### src/rtl/timer_unit.sv
// Memory-mapped down-counting timer with an interrupt on expiry.
// Register map (word offset addr[3:2]): 0 CTRL, 1 PRESET, 2 COUNT (read-only),
// 3 reserved. CTRL = {IM, MODE[1:0], EN}; MODE 01 is auto-reload, anything
// else is one-shot.
module timer_unit (
  input  logic        clk,
  input  logic        reset,
  input  logic [31:2] addr,
  input  logic        we,
  input  logic [31:0] wdata,
  output logic [31:0] rdata,
  output logic        irq
);

  typedef enum logic [1:0] {
    StIdle,
    StLoad,
    StCnt,
    StInt
  } state_e;

  state_e      state_q, state_d;
  logic [3:0]  ctrl_q, ctrl_d;
  logic [31:0] preset_q, preset_d;
  logic [31:0] count_q, count_d;
  logic        flag_q, flag_d;
  logic        irq_q, irq_d;

  logic wr_ctrl, wr_preset;
  logic en_eff, auto_mode;

  assign wr_ctrl   = we & (addr[3:2] == 2'd0);
  assign wr_preset = we & (addr[3:2] == 2'd1);

  // A CTRL write landing this edge takes effect immediately for stop decisions,
  // so the timer halts without loading or decrementing once more.
  assign en_eff    = wr_ctrl ? wdata[0] : ctrl_q[0];
  assign auto_mode = (ctrl_q[2:1] == 2'b01);

  // Next-state: FSM update first, then software writes override hardware updates.
  always_comb begin
    state_d  = state_q;
    ctrl_d   = ctrl_q;
    preset_d = preset_q;
    count_d  = count_q;
    flag_d   = flag_q;

    unique case (state_q)
      StIdle: begin
        // Start uses the registered EN, giving one idle cycle after the write.
        if (ctrl_q[0]) begin
          state_d = StLoad;
          flag_d  = 1'b0;
        end
      end
      StLoad: begin
        if (!en_eff) begin
          state_d = StIdle;
        end else begin
          count_d = preset_q;
          state_d = StCnt;
        end
      end
      StCnt: begin
        if (!en_eff) begin
          state_d = StIdle;
        end else if (count_q > 32'd1) begin
          count_d = count_q - 32'd1;
        end else begin
          // Also covers PRESET=0: expire instead of wrapping.
          count_d = 32'd0;
          flag_d  = 1'b1;
          state_d = StInt;
        end
      end
      StInt: begin
        if (auto_mode) begin
          flag_d  = 1'b0;
          state_d = StLoad;
        end else begin
          ctrl_d[0] = 1'b0;
          state_d   = StIdle;
        end
      end
      default: state_d = StIdle;
    endcase

    if (wr_ctrl) begin
      ctrl_d = wdata[3:0];
    end
    if (wr_preset) begin
      preset_d = wdata;
    end
    // One-shot flag is acknowledged by any CTRL/PRESET write.
    if (!auto_mode && (wr_ctrl || wr_preset)) begin
      flag_d = 1'b0;
    end
  end

  // irq is registered from next-state values so it rises on the expiry edge.
  assign irq_d = flag_d & ctrl_d[3];

  // State registers, cleared asynchronously.
  always_ff @(posedge clk or posedge reset) begin
    if (reset) begin
      state_q  <= StIdle;
      ctrl_q   <= 4'd0;
      preset_q <= 32'd0;
      count_q  <= 32'd0;
      flag_q   <= 1'b0;
      irq_q    <= 1'b0;
    end else begin
      state_q  <= state_d;
      ctrl_q   <= ctrl_d;
      preset_q <= preset_d;
      count_q  <= count_d;
      flag_q   <= flag_d;
      irq_q    <= irq_d;
    end
  end

  // Combinational read mux.
  always_comb begin
    rdata = 32'd0;
    unique case (addr[3:2])
      2'd0:    rdata = {28'd0, ctrl_q};
      2'd1:    rdata = preset_q;
      2'd2:    rdata = count_q;
      default: rdata = 32'd0;
    endcase
  end

  assign irq = irq_q;

endmodule

### config.mk
export PLATFORM = sky130hd
export DESIGN_NAME = timer_unit
export DESIGN_NICKNAME = d
export VERILOG_FILES = /design/src/rtl/timer_unit.sv
export SDC_FILE = /design/constraint.sdc
export NUM_CORES = 1
export LEC_CHECK = 0
export BUFFER_PORTS_ARGS = -buffer_cell sky130_fd_sc_hd__buf_2
export CORE_MARGIN = 4
export CORE_UTILIZATION = 35
export CTS_CLUSTER_DIAMETER = 150
export DETAILED_ROUTE_END_ITERATION = 8
export PLACE_DENSITY = 0.55
export SETUP_SLACK_MARGIN = 0.1
export SYNTH_ARGS = -nofsm -noshare
export SYNTH_HDL_FRONTEND = slang
export SYNTH_SLANG_ARGS = --single-unit
### constraint.sdc
create_clock -name clk -period 2.6 [get_ports clk]
set_input_delay 0.26 -clock clk [delete_from_list [all_inputs] [get_ports clk]]
set_output_delay 0.26 -clock clk [all_outputs]
set_load 0.02 [all_outputs]
Word-level counts from Yosys, hierarchy flattened

Index checks and enable logic that the tools add are counted.

Register bits: 72
Input port bits: 65
Output and inout port bits: 33
Word-level logic and storage cells: 55

$add $sub $neg: 1
Order comparisons: 1
Eq/ne operators: 11
Mux-type cells: 21
Bitwise operators: 3
Reductions and logical operators: 10

Operator list:

| cell                    | number |
|---|---|
| $mux W32                | 3 |
| $pmux W32 S3            | 1 |
| $pmux W32 S2            | 1 |
| $gt A32 B1 Y1 const B   | 1 |
| $sub A32 B1 Y32 const B | 1 |
| $mux W1                 | 9 |
| $mux W2                 | 4 |
| $ne A2 B2 Y1 const B    | 4 |
| $pmux W2 S4             | 1 |
| $eq A2 B1 Y1 const B    | 3 |
| $eq A2 B2 Y1 const B    | 3 |
| $logic_not A2 Y1        | 2 |
| $mux W4                 | 1 |
| $reduce_and A2 Y1       | 2 |
| $reduce_bool A2 Y1      | 2 |
| $and A1 B1 Y1           | 3 |
| $ne A3 B3 Y1 const B    | 1 |
| $pmux W1 S3             | 1 |
| $reduce_and A3 Y1       | 1 |
| $logic_and A1 B1 Y1     | 1 |
| $logic_not A1 Y1        | 1 |
| $logic_or A1 B1 Y1      | 1 |

Logic depth before layout (Yosys ltp)

Gate-level depths: netlist of the first run.

Word-level depth: 7
Depth in mapped cells: 9

Worst setup path before layout of the first run

No wires, ideal clock.

Path type: register to register
Start: register count_q[0]
End: register count_q[24]
Setup time: 69 ps
Arrival time: 2107 ps
Required time: 2531 ps
Setup slack: 424 ps
Cell stages (with the launch flop): 8
Path buffers: 0
Cell sequence: dfrtp_1 -> inv_1 -> ha_1 -> o211ai_1 -> nor4_4 -> or3_4 -> or4_1 -> nand3_1

Longest elaborated chain between the ends: 4
Elaborated cells between the ends (all ways): 5
Those cells by class: 1 x add/sub; 1 x order compare; 3 x mux

Ends and longest elaborated chain:

| element                                          | line   | text |
|---|---|---|
| start: declaration                               | 25     | `logic [31:0] count_q, count_d;` |
| start signal: assignment                         | 116    | `count_q <= count_d;` |
| $sub A32 B1 Y32 or $gt A32 B1 Y1 (tied branches) | 68, 67 |  |
| $mux W32 (*)                                     | 67     | `end else if (count_q > 32'd1) begin` |
| $mux W32 (*)                                     | 65     | `if (!en_eff) begin` |
| $pmux W32 S2 (*)                                 | 48     | `unique case (state_q)` |

Every way passes the cells marked *; elsewhere a longest branch is shown, timed or not. The select of a mux whose other input is x is not followed.
A chain may end at the register's enable or synchronous reset.

Worst setup path in the final report of the first run

Start: register count_q[5]
End: register count_q[29]

The elaborated chain is that of the path after synthesis.

==> flow_summary.toml, run 1 <==
[setup_path]
worstPathMaxFanout = 8
crit_chain = "nor4_2 > buf_4 > o211ai_1 > buf_4 > nor4_4 > or3_4 > nor3b_1 > a211o_1"
crit_type = "flop to flop"
critical_path_buf_inv_count = 2
cp_slowest_stage_delay_ns = 0.49
cp_slowest_cell = "nor4_4"
cp.required_ns = 2.82
cp-start-kind = "flop"
critPathMostFrequentCell = "buf_4"
cp-end-kind = "flop"
r2r_cells = 8
cpLargestDelayFamily = "simple AND/OR/NAND/NOR gates"
worst_ep_arrival_time_ns = 2.53
crit_cells = 8

[global_routing]
grt_antenna_before_repair = 0
grt_first_pass_wirelength_mm = 19.2
gr-usage-all-layers_pct = 18.3
grt_pass1_vias = 3752
grt_remaining_overflow = 0
grt_max_degree = 33

[detailed_routing]
detailedRoute.firstIterationViolations = 208
dr.pass1.iters = 5
drt-vias-per-instance = 5.79
vias = 3707
avgRoutedWirePerCell_um = 18.3
drc = 0
totalWireLength_mm = 11.7
final_antenna_net_count = 0

[floorplan]
io_pins = 98
die_h_um = 115
num_rows = 38
fp.dieW_um = 115
initial_utilization_pct = 36.5
die-area_um2 = 13300
core_um2 = 11100

[synth]
syn_avg_cell_area_um2 = 9.87
synthMostInstantiatedCell = "dfrtp_1"
syn_area_um2 = 4040
yosysTopAreaCell = "dfrtp_1"
synth_area_leaders = "dfrtp_1 45%, mux2_2 9.5%, a22o_1 6.7%, o21ai_0 4.6%, nand2_1 3.6%"
yosys.cell_types.count = 52
ys_seq_area_share_pct = 44.6
synth_edf_count = 0
syn_inst = 409
async_reset_ff_share_pct = 100
ys_ff_latch = 72
synth.top_cell.area_share_pct = 44.6
synth_nets = 476
synth_commonest_cells = "72 x dfrtp_1, 39 x nand2_1, 37 x o21ai_0"
ys_warn_count = 0
synth-main-ff-cell = "dfrtp_1"

[status]
outcome = "finished, final reports clean"

[cts]
numCtsBuffers = 9
clock_latency_ns = 0.34
cts_tree = "done"
clock_sinks = 72
path_clk_slew_ns = 0.06
clock_path_buffers = 2
cts_root_buffer = "clkbuf_16"
cts-htree-levels = 3

[sta]
slew_viol_final = 0
rsz0062_at_grt = "no"
fin_crit_sh_pct = 89.0
finalSetupViolCount = 0
finalHoldViolations = 0
skew_ns = 0.0122
setup_tns_ns = 0
fin_crit_ns = 2.31
maxSlewHeadroom_pct = 50.9
fmax_ghz = 0.432
worstMarginPinSlew_ns = 0.736

[layout]
nFillCells = 1110
n_antenna_cell = 0
multi_input_area_um2 = 2120
fin_nets = 562
post-route-util_pct = 45.4
drive_above_1_share_pct = 32.4
fin_area_um2 = 5030
final-seq-area_um2 = 1800
area_growth_pct = 24.5

[power]
p_total_mw = 4.94
powerDensity_nw_per_um2 = 983
power.leakage_nw = 2.25
peakVddDrop_v = 0.000489

[placement]
post_dp_cell_area_um2 = 4680
gp_congestion = 0.850
portBuffers = 69
hpwlAfterDp_mm = 8.12

[worst_hold_path]
min_path_type = "primary input to flop"
hold_path_depth = 2

[flow_run]
cap_violations = 0
metal layers:
| layer | wire length [um] | GRT usage (%) | share of wire [%] |
|---|---|---|---|
| met1 | 5300 | 24.5 | 45 |
| met2 | 5430 | 29.2 | 46 |
| met3 | 679 | 4.28 | 5.8 |
| met4 | 271 | 6.73 | 2.3 |
| met5 | 0 | 0 | 0 |
power breakdown:
part           switching [mW]  total (mW)  internal (mW)  leakage, nW
Combinational           0.922        1.69          0.769         1.22
Clock                   0.460        1.33          0.866        0.154
Sequential              0.454        1.92           1.47        0.878
Total                    1.83        4.94           3.11         2.25
cell usage in the layout, fill, tap and decap left out, drive strengths merged, types with 3 or more instances in the layout:
master	n
buf	99
dfrtp	72
nand2	39
o21ai	38
mux2	35
a22o	31
nor3	21
nor2	18
nand3	13
clkbuf	13
a21oi	12
nor4	11
a221o	9
inv	9
nand2b	7
or3	7
mux2i	6
nor3b	6
and3	5
a22oi	5
o211ai	4
o311ai	4
or4	3
o31ai	3
registers in the layout (all words and copies together), names as in the netlist:
name      count
preset_q     32
irq           1
state_q       2
flag_q        1
ctrl_q        4
count_q      32
final cells by class:
type | count | share of cell area (%)
Sequential cell | 72 | 35.8
Multi-Input combinational cell | 303 | 42.2
Clock inverter | 3 | 1.29
Clock buffer | 13 | 4.98
Tap cell | 140 | 3.48
Timing Repair Buffer | 100 | 11.5
Inverter | 9 | 0.672
worst register-to-register path: stages (launching register included):
cell and delay (ns):
dfrtp_1 0.45, nor4_2 0.26, buf_4 0.19, o211ai_1 0.09, buf_4 0.17, nor4_4 0.49
or3_4 0.25, nor3b_1 0.05, a211o_1 0.26
metrics by stage:
step	hold slack, ns	setup WS [ns]	cells
floorplan	0.365	0.424	409
global placement	0.264	0.191	622
detailed placement	0.265	0.172	622
CTS	0.138	0.151	639
global route	0.145	0.0996	640
finish	0.147	0.286	640
final timing paths:
check	start	endpoint	slack (ns)
min reg2reg	preset_q[12]	count_q[12]	0.52
max	count_q[5]	count_q[29]	0.29
min in group asynchronous	reset	count_q[5]	0.44
min	wdata[5]	preset_q[5]	0.15
max reg2reg	count_q[5]	count_q[29]	0.29
max in group asynchronous	reset	count_q[29]	1.45
cell families (layout without fill, tap and decap cells):
| family | Yosys count | count (layout) | share of synthesized area (%) |
|---|---|---|---|
| adders and majority gates | 2 | 2 | 0.619 |
| muxes | 41 | 41 | 11.3 |
| DFF | 72 | 72 | 44.6 |
| buffers and inverters | 34 | 125 | 3.44 |
| and+or+nand+nor | 142 | 142 | 19.1 |
| AOI/OAI and AO/OA | 118 | 118 | 20.8 |
repair_timing:
item                       in CTS  in global routing
setup endpoints to repair       0                 28
hold endpoints to repair       16                  0
gates resized for setup         0                  2
hold buffers                    1                  0
setup buffers                   0                  1
No activity file was read; power rests on OpenSTA's default activity.
==> run 2: changes to the inputs <==
PLACE_DENSITY = 0.57   (was 0.55)
clock period = 1.9 ns   (was 2.6 ns; I/O delays follow)
==> run 2 against run 1 <==
Compared with the run above: the flow now finishes with violations (setup timing); register-to-register slack lost 0.48 ns; combinational power up 130%; global-route usage rose by 2.7 points; largest power group is now combinational cells; cell count grew 15%; total power is 62% higher.
==> flow_summary.toml, run 2 (same netlist as run 1, synthesis figures left out) <==
[cts]
clock_sinks = 72
clock_path_buffers = 2
clock_latency_ns = 0.34
cts_root_buffer = "clkbuf_16"
cts-htree-levels = 3
cts_tree = "done"
numCtsBuffers = 9
path_clk_slew_ns = 0.06

[setup_path]
worst_ep_arrival_time_ns = 2.32
rr_endpoint = "count_q[16]"
cp.required_ns = 2.12
crit_cells = 8
cp-start-kind = "flop"
r2r-start = "count_q[29]"
r2r_slack_ns = -0.20
cp_slowest_cell = "dfrtp_1"
cp-end-kind = "flop"
critical_path_buf_inv_count = 2
endpoint = "count_q[16]"
crit_chain = "nor4_2 > buf_4 > nand4_1 > o31ai_4 > or2_1 > buf_6 > nor3b_1 > a221o_1"
crit_start = "count_q[29]"
worstPathMaxFanout = 6
r2r_cells = 8
cp_slowest_stage_delay_ns = 0.39
cpLargestDelayFamily = "simple AND/OR/NAND/NOR gates"
crit_type = "flop to flop"

[sta]
maxSlewHeadroom_pct = 62.7
skew_ns = 0.00739
slew_viol_final = 0
worstMarginPinSlew_ns = 0.560
fmax_ghz = 0.477
timing.hold.ws_ns = 0.0723
finalSetupViolCount = 30
fin_crit_ns = 2.10
fin_crit_sh_pct = 110
setup_ws_ns = -0.195
rsz0062_at_grt = "yes"
finalHoldViolations = 0

[floorplan]
fp.dieW_um = 115
core_um2 = 11100
io_pins = 98
initial_utilization_pct = 36.5
die-area_um2 = 13300
die_h_um = 115
num_rows = 38

[layout]
drive_above_1_share_pct = 51.3
fin_nets = 655
fin_area_um2 = 6040
final_common_cell = "buf_4"
multi_input_area_um2 = 2410
nFillCells = 1010
final-seq-area_um2 = 1800
n_antenna_cell = 0
final_cell_mix = "113 x buf_4, 70 x dfrtp_1, 69 x buf_2"
top_regs = "count_q: 32 flops, preset_q: 32 flops, ctrl_q: 4 flops"
area_growth_pct = 49.6

[detailed_routing]
dr.pass1.iters = 5
drt-vias-per-instance = 5.59
detailedRoute.firstIterationViolations = 318
drc = 0
totalWireLength_mm = 13.4
vias = 4098
final_antenna_net_count = 0
avgRoutedWirePerCell_um = 18.2

[placement]
place_worst_setup_slack_ns = -0.272
post_dp_cell_area_um2 = 5350
portBuffers = 69
gp_congestion = 1.00
hpwlAfterDp_mm = 9.58

[global_routing]
grt_remaining_overflow = 0
grt_max_degree = 42
grt_first_pass_wirelength_mm = 21.9
gr-usage-all-layers_pct = 21.0
grt_antenna_before_repair = 0
grt_pass1_vias = 4311

[status]
violations = "setup timing"
outcome = "complete, but fails checks"

[power]
powerDensity_nw_per_um2 = 1320
p_total_mw = 7.99
peakVddDrop_v = 0.000849
power.leakage_nw = 2.74

[flow_run]
cap_violations = 0

[worst_hold_path]
min_path_type = "primary input to flop"
## run 2: layout make-up
class	count	share of cell area, %
clock buffer	13	4.47
clock inverter	3	0.248
inverter	9	0.621
multi-input combinational	303	39.8
sequential	72	29.9
tap	140	2.90
timing repair buffer	193	22.1
## run 2: worst min path at each step
stage	end	slack [ns]	depth (start not counted)	start
2_1_floorplan	ctrl_q[0]	0.30	2	wdata[0]
3_3_place_gp	count_q[3]	0.35	3	reset
3_5_place_dp	preset_q[2]	0.34	3	reset
4_1_cts	preset_q[13]	0.06	2	wdata[13]
5_1_grt	preset_q[18]	0.07	2	wdata[18]
6_report	preset_q[13]	0.07	2	wdata[13]
## run 2: where the power goes
group	total [mW]	leakage, nW	switching, mW	internal (mW)
Sequential	2.44	0.875	0.425	2.02
Combinational	3.92	1.72	1.97	1.95
Clock	1.63	0.145	0.643	0.984
## run 2: timing repair
action,in CTS,in global routing
hold buffers,1,0
gates cloned,1,0
hold endpoints to repair,31,0
setup endpoints to repair,35,35
setup buffers,9,7
pin swaps,19,8
gates resized for setup,59,17
## run 2: per-layer routing
metal  vias to the layer above  GRT usage (%)  wire, um
met4                         0           6.42       250
li1                       1918              -         -
met1                      2029           26.4      5820
met5                         -              0         0
met2                       126           35.9      6560
met3                        25           5.12       721
## run 2: stage by stage
| step | cells | setup TNS, ns | util [%] |
|---|---|---|---|
| after floorplan | 409 | -2.79 | - |
| after CTS | 726 | -2.41 | 53.6 |
| after global placement | 699 | -5.02 | 48.3 |
| final | 733 | -3.37 | 54.5 |
| after global routing | 733 | -7.95 | 54.5 |
| after detailed placement | 699 | -5.99 | 48.3 |
